===== src/rtl/mux_4_pkg.sv =====
// rtl/mux_4_pkg.sv - shared constants for the register-file write-address selector
//
// Purpose: holds the register index width that the selector uses by default.
package mux_4_pkg;

  // Width of a register index (32 architectural registers).
  localparam int REG_IDX_W = 5;

endpackage : mux_4_pkg


===== src/rtl/mux_4_mux2.sv =====
// rtl/mux_4_mux2.sv - generic WIDTH-bit 2:1 combinational mux
//
// Purpose: pure combinational select, no state.
// Ports:
//   a    input  WIDTH : chosen when sel = 1
//   b    input  WIDTH : chosen when sel = 0
//   sel  input  1     : select
//   y    output WIDTH : selected value
module mux_4_mux2 #(
  parameter int WIDTH = 5
) (
  input  logic [WIDTH-1:0] a,
  input  logic [WIDTH-1:0] b,
  input  logic             sel,
  output logic [WIDTH-1:0] y
);

  assign y = sel ? a : b;

endmodule : mux_4_mux2


===== src/rtl/mux_4.sv =====
// rtl/mux_4.sv - register-file write-address selector with registered copy
//
// Purpose: picks the destination register index (rd-type field or rt field)
// and also provides a one-cycle registered copy for pipelined/debug consumers.
// Ports:
//   clk             input  1     : clock, rising-edge
//   rst             input  1     : synchronous reset, active-low
//   write_reg_temp  input  WIDTH : candidate A (rd-type field)
//   read_reg2       input  WIDTH : candidate B (rt field)
//   RegDst          input  1     : 1 selects write_reg_temp, 0 selects read_reg2
//   write_reg       output WIDTH : combinational selected index
//   write_reg_q     output WIDTH : write_reg registered one cycle
//   RegDst_q        output 1     : RegDst registered one cycle
module mux_4
  import mux_4_pkg::*;
#(
  parameter int WIDTH = REG_IDX_W
) (
  input  logic             clk,
  input  logic             rst,
  input  logic [WIDTH-1:0] write_reg_temp,
  input  logic [WIDTH-1:0] read_reg2,
  input  logic             RegDst,
  output logic [WIDTH-1:0] write_reg,
  output logic [WIDTH-1:0] write_reg_q,
  output logic             RegDst_q
);

  // Index 0 passes through untouched; the register file suppresses $zero writes.
  mux_4_mux2 #(
    .WIDTH(WIDTH)
  ) u_mux2 (
    .a  (write_reg_temp),
    .b  (read_reg2),
    .sel(RegDst),
    .y  (write_reg)
  );

  // Reloads every cycle; no enable or hold.
  always_ff @(posedge clk) begin
    if (!rst) begin
      write_reg_q <= '0;
      RegDst_q    <= 1'b0;
    end else begin
      write_reg_q <= write_reg;
      RegDst_q    <= RegDst;
    end
  end

endmodule : mux_4


===== config.mk =====
export PLATFORM = sky130hd
export DESIGN_NAME = mux_4
export DESIGN_NICKNAME = d
export VERILOG_FILES = /design/src/rtl/mux_4_pkg.sv /design/src/rtl/mux_4_mux2.sv /design/src/rtl/mux_4.sv
export SDC_FILE = /design/constraint.sdc
export NUM_CORES = 1
export LEC_CHECK = 0
export CAP_MARGIN = 20
export CORE_AREA = 5 5 42 44
export DETAILED_ROUTE_END_ITERATION = 12
export DIE_AREA = 0 0 47 49
export PLACE_DENSITY = 0.6
export SYNTH_ARGS = -nofsm -noshare
export SYNTH_HDL_FRONTEND = slang
export SYNTH_SLANG_ARGS = --single-unit

===== constraint.sdc =====
create_clock -name clk -period 0.8 [get_ports clk]
set_input_delay 0.16 -clock clk [delete_from_list [all_inputs] [get_ports clk]]
set_output_delay 0.16 -clock clk [all_outputs]
set_load 0.005 [all_outputs]

* Word level (Yosys, flattened, before mapping)
Index checks and enable logic that the tools add are counted.
** Word-level totals
- Register bits after elaboration :: 6
- Bits of input ports :: 13
- Output and inout bits :: 11
- Word-level logic and storage cells :: 3
** Cells by class
- Muxes and demuxes :: 1
** Operators with widths (count)
- 5-bit two-way mux :: 1

* Logic depth before layout (Yosys ltp)
Gate-level depths: netlist of run 1.
- Depth after elaboration :: 1
- Depth in mapped cells :: 2
- Gate-level depth less buffers :: 2

* Hierarchy
Synthesis of run 1 repeated with hierarchy kept, for this count alone.
** Second synthesis, totals
- Cell total of the unflattened synthesis :: 17
- Area, all modules :: 214.0 um^2
** By module, submodules not included
- mux_4 :: times used 1, cells an instance 12, area an instance 157.7 um^2, sequential area each 120.1 um^2
- mux_4_mux2 :: times used 1, cells an instance 5, area an instance 56.3 um^2, sequential area each 0.0 um^2

* Least setup slack after synthesis of run 1
Ideal clock, no wire load.
- Kind :: input-to-reg
- Start :: input RegDst
- End :: register write_reg_q[0]
- Library setup time :: 0.115 ns
- Arrival time :: 0.630 ns
- Required time :: 0.685 ns
- Path slack :: 0.055 ns
- Stages :: 2
- Path buffers :: 0
- Cell sequence :: mux2_2 > and2_1
** Between the ends
- Word-level cells in the longest chain between the ends :: 1
** RTL lines
- start, declared :: line mux_4.sv:23 : input logic RegDst,
- 5-bit two-way mux :: line mux_4_mux2.sv:18 : assign y = sel ? a : b;
- end signal, assigned :: line mux_4.sv:45 : write_reg_q <= write_reg;
- end, declared :: line mux_4.sv:25 : output logic [WIDTH-1:0] write_reg_q,
Every way passes these cells.
A chain may end at the register's enable or synchronous reset.

* Final worst setup path of run 1
- Start :: input RegDst
- End :: output write_reg[4]
** Between the ends
- Word-level cells in the longest chain between the ends :: 1
** RTL lines
- 5-bit two-way mux :: line mux_4_mux2.sv:18
- end, declared :: line mux_4.sv:24 : output logic [WIDTH-1:0] write_reg,
Every way passes these cells.

==> flow_summary.toml, run 1 <==
[status]
outcome = "finished, violations left"
violations = "negative setup slack"

[floorplanning]
die_h_um = 49
ios = 24
dieArea_sq_um = 2300
start_util_pct = 15.6
die_w_um = 47
core_sq_um = 1400
rows = 14

[timing]
worstMarginPinSlew_ns = 0.188
fin_crit_sh_pct = 107
setup_slack_ns = -0.0580
max_freq_mhz = 1170
min_period_ns = 0.858
slew_headroom_pct = 87.4
drv_slew = 0
finalSetupViolCount = 9
setup_tns_ns = -0.301
hold_viol = 0
rsz0062_at_grt = "yes"

[grt]
antenna_found_initial = 0
grt_pass1_wl_mm = 1.12
grt_pass1_vias = 243
track_usage_pct = 7.76
grt_remaining_overflow = 0
grt_max_degree = 7

[clock_tree]
htreeDepth = 1
cts_tree = "done"
cts-buffers-inserted = 3
clock_sinks = 6
clkTransAtPathRegs_ns = 0.04
clockBufferDepth = 2
root_buffer = "clkbuf_4"
hold_buffers = 0

[placement]
pre_cts_slack_ns = -0.983
place_congestion = 0.697
place_area_sq_um = 477
numPortBuffers = 23
dp_hpwl_um = 629

[yosys]
synth_top_area_cell = "dfxtp_1"
syn_avg_cell_area_sq_um = 12.9
yosysWarningCount = 0
ys_seq_area_share_pct = 54.9
yosysUniqueCellTypes = 5
synth_seq_cells = 6
synth_top_area_share_pct = 54.9
syn_nets = 30
syn_inst = 17
synth_area_leaders = "dfxtp_1 55%, mux2_2 21%, and2_1 14%, mux2_4 6.9%, and2_2 3.4%"
syn-cell-area_sq_um = 219

[layout]
nFillCells = 159
antenna_cells = 0
mostFrequentLayoutCell = "buf_2"
final_cell_mix = "16 x buf_2, 6 x dfxtp_1, 5 x mux2_4, 5 x and2_1, 5 x buf_6"
area_delta_synth_final_pct = 109
drive_gt1_share_pct = 73.3
fin_nets = 60
multiInputGateArea_sq_um = 114
fin_area_sq_um = 458
regArea_sq_um = 120
post-route-util_pct = 32.7

[pwr]
switchingPower_uw = 157
peakVddDrop_uv = 441
p_comb_share_pct = 24.0
internal_power_uw = 614
switching_share_pct = 20.3
power_density_nw_per_um2 = 1680
p_seq_share_pct = 42.0
finalPower_uw = 771
p_clk_share_pct = 34.0
p_leak_nw = 0.243

[setup_path]
cp_slowest_cell = "mux2_4"
criticalPathCategory = "input pin to output pin"
critical_path.top_delay_family = "multiplexers"
end_kind = "output pin"
path_cells = "buf_12 -> mux2_4 -> buf_6"
arrival_ns = 0.70
path_max_fanout = 6
worstPathRequired_ns = 0.64
cp_num_buf_inv = 2
critPathLaunchType = "input pin"
max_stage_delay_ns = 0.31

[hold_path]
whs_endpoint = "RegDst_q$_SDFF_PN0_"
holdPathStages = 2
worstHoldStart = "RegDst"
hold_path_class = "input pin to flop"

[drt]
wl_um = 799
detail-route-antenna-nets = 0
post_drt_via_cell_ratio = 3.69
wl_per_cell_um = 13.1
first_pass_iters = 2
dr.first_iter.drc_count = 1
num_vias = 225
drc = 0

[job]
maxCapViolCount = 0
## layout make-up
cell class,count,share of cell area [%]
sequential,6,26.2
timing repair buffer,25,39.6
clock buffer,3,4.92
multi-input combinational,11,24.9
tap,16,4.37
## sequential cells by signal, summed over array words and instances (netlist names)
register / count
write_reg_q: 5
RegDst_q: 1
## timing repair
item / in CTS / in global routing
endpoints found under the setup margin: 16 / 12
buffers inserted: 1 / 0
endpoints found under the hold margin: 0 / 0
resized for setup: 95 / 0
## cell families (layout without fill, tap and decap cells)
| logic type | count (synthesis) | count (layout) | synth area share (%) |
|---|---|---|---|
| AND/OR/NAND/NOR | 6 | 6 | 17.7 |
| buffers and inverters | 0 | 28 | 0 |
| multiplexers | 5 | 5 | 27.4 |
| flip-flops | 6 | 6 | 54.9 |
## synth_stat cells (all sizes together)
cell   number
dfxtp       6
and2        6
mux2        5
## metrics by stage
step	hold slack (ns)	std cells
6_report	0.172	61
5_1_grt	0.156	61
4_1_cts	0.160	61
3_5_place_dp	0.866	57
3_3_place_gp	0.866	57
2_1_floorplan	0.282	17
## worst max path at each step
stage | slack, ns | endpoint | start | depth (start not counted)
6_report | -0.06 | write_reg[4] | RegDst | 3
5_1_grt | -0.07 | write_reg[3] | RegDst | 3
4_1_cts | -0.06 | write_reg[3] | RegDst | 3
3_5_place_dp | -0.98 | write_reg[4] | RegDst | 3
3_3_place_gp | -0.98 | write_reg[4] | RegDst | 3
2_1_floorplan | 0.05 | write_reg_q[0]$_SDFF_PN0_ | RegDst | 2
## power groups by stage
stage,registers (mW),logic (mW),clock network (mW)
after floorplan,0.333,0.0429,0
after global routing,0.326,0.201,0.293
after detailed placement,0.330,0.200,0
after global placement,0.330,0.201,0
final,0.324,0.185,0.262
after CTS,0.324,0.188,0.281
## per-layer routing
| metal | global-route usage (%) | share of wire, % | vias up |
|---|---|---|---|
| met5 | 0 | 0 | - |
| met4 | 6.91 | 1.1 | 0 |
| met3 | 7.01 | 25 | 2 |
| met2 | 6.56 | 30 | 24 |
| met1 | 10.4 | 45 | 86 |
| li1 | - | - | 113 |
(Power assumes the default switching activity.)
==> run 2: changes to the inputs <==
--- a/config.mk
+++ b/config.mk
@@ -9,7 +9,7 @@
 export CORE_AREA = 5 5 42 44
 export DETAILED_ROUTE_END_ITERATION = 12
 export DIE_AREA = 0 0 47 49
-export PLACE_DENSITY = 0.6
+export PLACE_DENSITY = 0.58
 export SYNTH_ARGS = -nofsm -noshare
 export SYNTH_HDL_FRONTEND = slang
 export SYNTH_SLANG_ARGS = --single-unit
==> constraint.sdc (replaced) <==
create_clock -name clk -period 1.05 [get_ports clk]
set_input_delay 0.21 -clock clk [delete_from_list [all_inputs] [get_ports clk]]
set_output_delay 0.21 -clock clk [all_outputs]
set_load 0.005 [all_outputs]
==> run 2 against run 1 <==
The run now ends clean; clock-buffer cell count unchanged; combinational power decreased by 20%; cell count unchanged; largest cell class unchanged.
==> flow_summary.toml, run 2 (synthesis gave the netlist of run 1 again) <==
[status]
outcome = "finished clean"

[floorplanning]
dieArea_sq_um = 2300
rows = 14
ios = 24
start_util_pct = 15.6
die_h_um = 49
die_w_um = 47
core_sq_um = 1400

[layout]
final_cell_mix = "9 x clkdlybuf4s15_1, 7 x dlygate4sd2_1, 6 x dfxtp_1"
reg_top3 = "write_reg_q (5), RegDst_q (1)"
antenna_cells = 0
mostFrequentLayoutCell = "clkdlybuf4s15_1"
drive_gt1_share_pct = 37.8
post-route-util_pct = 36.9
area_delta_synth_final_pct = 136
fin_area_sq_um = 517
regMostFlops = "write_reg_q"
largest_reg_flops = 5
fin_nets = 60

[drt]
wl_um = 751
wl_per_cell_um = 12.3
post_drt_via_cell_ratio = 3.64
dr.first_iter.drc_count = 0
drc = 0
detail-route-antenna-nets = 0
first_pass_iters = 1
num_vias = 222

[grt]
grt_pass1_wl_mm = 1.14
antenna_found_initial = 0
grt_max_degree = 7
grt_remaining_overflow = 0
grt_pass1_vias = 245
track_usage_pct = 7.48

[setup_path]
criticalPathCategory = "input pin to output pin"
end_kind = "output pin"
worstPathRequired_ns = 0.84
critPathLaunchType = "input pin"
path_max_fanout = 2
arrival_ns = 0.83

[placement]
dp_hpwl_um = 646
place_congestion = 0.690
place_area_sq_um = 484
numPortBuffers = 23

[timing]
min_period_ns = 1.04
rsz0062_at_grt = "no"
finalSetupViolCount = 0
max_freq_mhz = 965
setup_tns_ns = 0
fin_crit_sh_pct = 98.7
worstMarginPinSlew_ns = 0.156
hold_viol = 0
drv_slew = 0
slew_headroom_pct = 89.6

[job]
maxCapViolCount = 0

[clock_tree]
clock_sinks = 6
clockBufferDepth = 2
cts_tree = "done"
root_buffer = "clkbuf_4"
clkTransAtPathRegs_ns = 0.04
cts-buffers-inserted = 3
postCtsSetupRepairBufs = 0
htreeDepth = 1
hold_buffers = 0

[pwr]
power_density_nw_per_um2 = 1150
peakVddDrop_uv = 337
p_leak_nw = 0.257
finalPower_uw = 597

[hold_path]
hold_path_class = "input pin to flop"
run 2: cell types whose count changed in the layout (fill, tap and decap cells not counted):
cell / before / now
buf_4: 2 / 3
buf_2: 16 / 0
dlygate4sd2_1: 0 / 7
clkdlybuf4s15_1: 0 / 9
buf_12: 1 / 0
run 2: per-stage QoR:
stage	instances	setup slack [ns]	hold WS, ns
floorplan	17	0.255	0.332
global placement	58	-0.830	0.917
detailed placement	58	-0.827	0.904
CTS	61	0.00163	0.284
global route	61	0.00666	0.296
finish	61	0.0138	0.289
run 2: timing repair:
action                     CTS  global route
pin swaps                    0             0
setup endpoints to repair   16             5
gates resized for setup     53             7
run 2: final timing paths:
check / start / endpoint / slack, ns / cells after the start
min: RegDst / RegDst_q$_SDFF_PN0_ / 0.29 / 2
max: write_reg_temp[2] / write_reg[2] / 0.01 / 3
run 2: final cells by class:
| cell class | count | area (sq um) |
|---|---|---|
| sequential | 6 | 120 |
| tap | 16 | 20.0 |
| timing repair buffer | 25 | 240 |
| clock buffer | 3 | 22.5 |
| fill | 157 | 885 |
| multi-input combinational | 11 | 114 |
run 2: power breakdown:
part	total [mW]	internal [mW]	leakage, nW	switching (mW)
clock	0.202	0.129	0.0138	0.0731
sequential	0.247	0.244	0.0500	0.00336
combinational	0.148	0.105	0.193	0.0435
run 2: per-layer routing:
metal | track usage, % | part of all wire [%] | up-vias
li1 | - | - | 113
met5 | 0 | 0 | -
met2 | 6.79 | 29 | 24
met4 | 5.53 | 0 | 0
met3 | 6.64 | 25 | 0
met1 | 10.2 | 45 | 85
run 2: critical path, cell delays in order:
cell and delay [ns]:
dlygate4sd2_1 0.23, mux2_4 0.26, buf_6 0.12
==> run 3: changes to the inputs <==
--- a/config.mk
+++ b/config.mk
@@ -9,6 +9,7 @@
 export CORE_AREA = 5 5 42 44
 export DETAILED_ROUTE_END_ITERATION = 12
 export DIE_AREA = 0 0 47 49
+export GPL_TIMING_DRIVEN = 0
 export PLACE_DENSITY = 0.58
 export SYNTH_ARGS = -nofsm -noshare
 export SYNTH_HDL_FRONTEND = slang
==> run 3 against run 2 <==
Via count fell by 5.4%; largest power group unchanged; clock power hardly changed; critical path type unchanged; setup slack worse by 0.0051 ns; critical path depth unchanged; flip-flop and latch count unchanged; combinational power fell by 5%.
==> flow_summary.toml, run 3 (synthesis gave the netlist of run 1 again) <==
[status]
outcome = "finished clean"

[clock_tree]
hold_buffers = 0
clock_sinks = 6
cts_tree = "done"
clkTransAtPathRegs_ns = 0.04
postCtsSetupRepairBufs = 0
cts-buffers-inserted = 3
root_buffer = "clkbuf_4"
clockBufferDepth = 2
htreeDepth = 1

[grt]
grt_max_degree = 7
grt_pass1_wl_mm = 1.01
antenna_found_initial = 0
grt_remaining_overflow = 0
track_usage_pct = 6.84
grt_pass1_vias = 218

[timing]
min_period_ns = 1.04
hold_viol = 0
worstMarginPinSlew_ns = 0.152
slew_headroom_pct = 89.9
drv_slew = 0
max_freq_mhz = 960
rsz0062_at_grt = "no"
finalSetupViolCount = 0
whs_ns = 0.289
fin_crit_sh_pct = 99.2

[layout]
regMostFlops = "write_reg_q"
area_delta_synth_final_pct = 129
reg_top3 = "write_reg_q (5), RegDst_q (1)"
largest_reg_flops = 5
fin_nets = 58
antenna_cells = 0
final_cell_mix = "8 x clkdlybuf4s15_1, 8 x dlygate4sd2_1, 6 x dfxtp_1"
drive_gt1_share_pct = 34.9

[drt]
post_drt_via_cell_ratio = 3.56
detail-route-antenna-nets = 0
drc = 0
first_pass_iters = 1
wl_um = 726
num_vias = 210
dr.first_iter.drc_count = 0
wl_per_cell_um = 12.3

[setup_path]
cp_num_buf_inv = 2
criticalPathCategory = "input pin to output pin"
path_cells = "dlygate4sd2_1 -> mux2_4 -> buf_6"
cp_slowest_cell = "mux2_4"
worstPathRequired_ns = 0.84
max_stage_delay_ns = 0.26
arrival_ns = 0.83
critPathLaunchType = "input pin"
critical_path.top_delay_family = "buffers and inverters"
end_kind = "output pin"
path_max_fanout = 2

[pwr]
finalPower_uw = 589
peakVddDrop_uv = 347
power_density_nw_per_um2 = 1180
p_leak_nw = 0.248

[floorplanning]
die_h_um = 49
start_util_pct = 15.6
ios = 24
die_w_um = 47
rows = 14
dieArea_sq_um = 2300
core_sq_um = 1400

[placement]
numPortBuffers = 23
place_congestion = 0.661

[hold_path]
hold_path_class = "input pin to flop"

[job]
maxCapViolCount = 0
[run 3: cell types whose count changed in the layout (fill, tap and decap cells not counted), sizes merged]
cell	before	now
clkdlybuf4s15	9	8
dlygate4sd2	7	8
buf	8	6
[run 3: cell type report]
| class | count | area, sq um |
|---|---|---|
| clock buffer | 3 | 22.5 |
| fill | 149 | 901 |
| multi-input combinational | 11 | 114 |
| sequential | 6 | 120 |
| tap | 16 | 20.0 |
| timing repair buffer | 23 | 224 |
[run 3: layer usage]
metal	GRT usage, %	wire length [um]	share of wire [%]
met2	5.43	187	26
met5	0	0	0
met3	6.64	197	27
met4	5.53	0	0
met1	9.49	342	47
[run 3: stage by stage]
step	setup slack, ns	instances	util [%]	TNS [ns]	instance area (sq um)
2_1_floorplan	0.255	17	-	0	219
3_3_place_gp	-0.848	56	33.5	-6.36	469
3_5_place_dp	-0.851	56	33.5	-6.39	469
4_1_cts	0.00161	59	35.2	0	493
5_1_grt	0.000502	59	35.7	0	500
6_report	0.00865	59	35.7	0	500
[run 3: final timing paths]
path | start | endpoint | slack, ns | cells after the start
setup / recovery | write_reg_temp[0] | write_reg[0] | 0.009 | 3
hold / removal | RegDst | RegDst_q$_SDFF_PN0_ | 0.29 | 2
[run 3: timing repair]
item,CTS,global route
endpoints found under the setup margin,16,4
gates resized for setup,53,6
hold endpoints to repair,0,0
cloned,0,0
[run 3: power breakdown]
group	internal (mW)	switching [mW]
combinational	0.0975	0.0425
sequential	0.244	0.00315
clock	0.129	0.0737
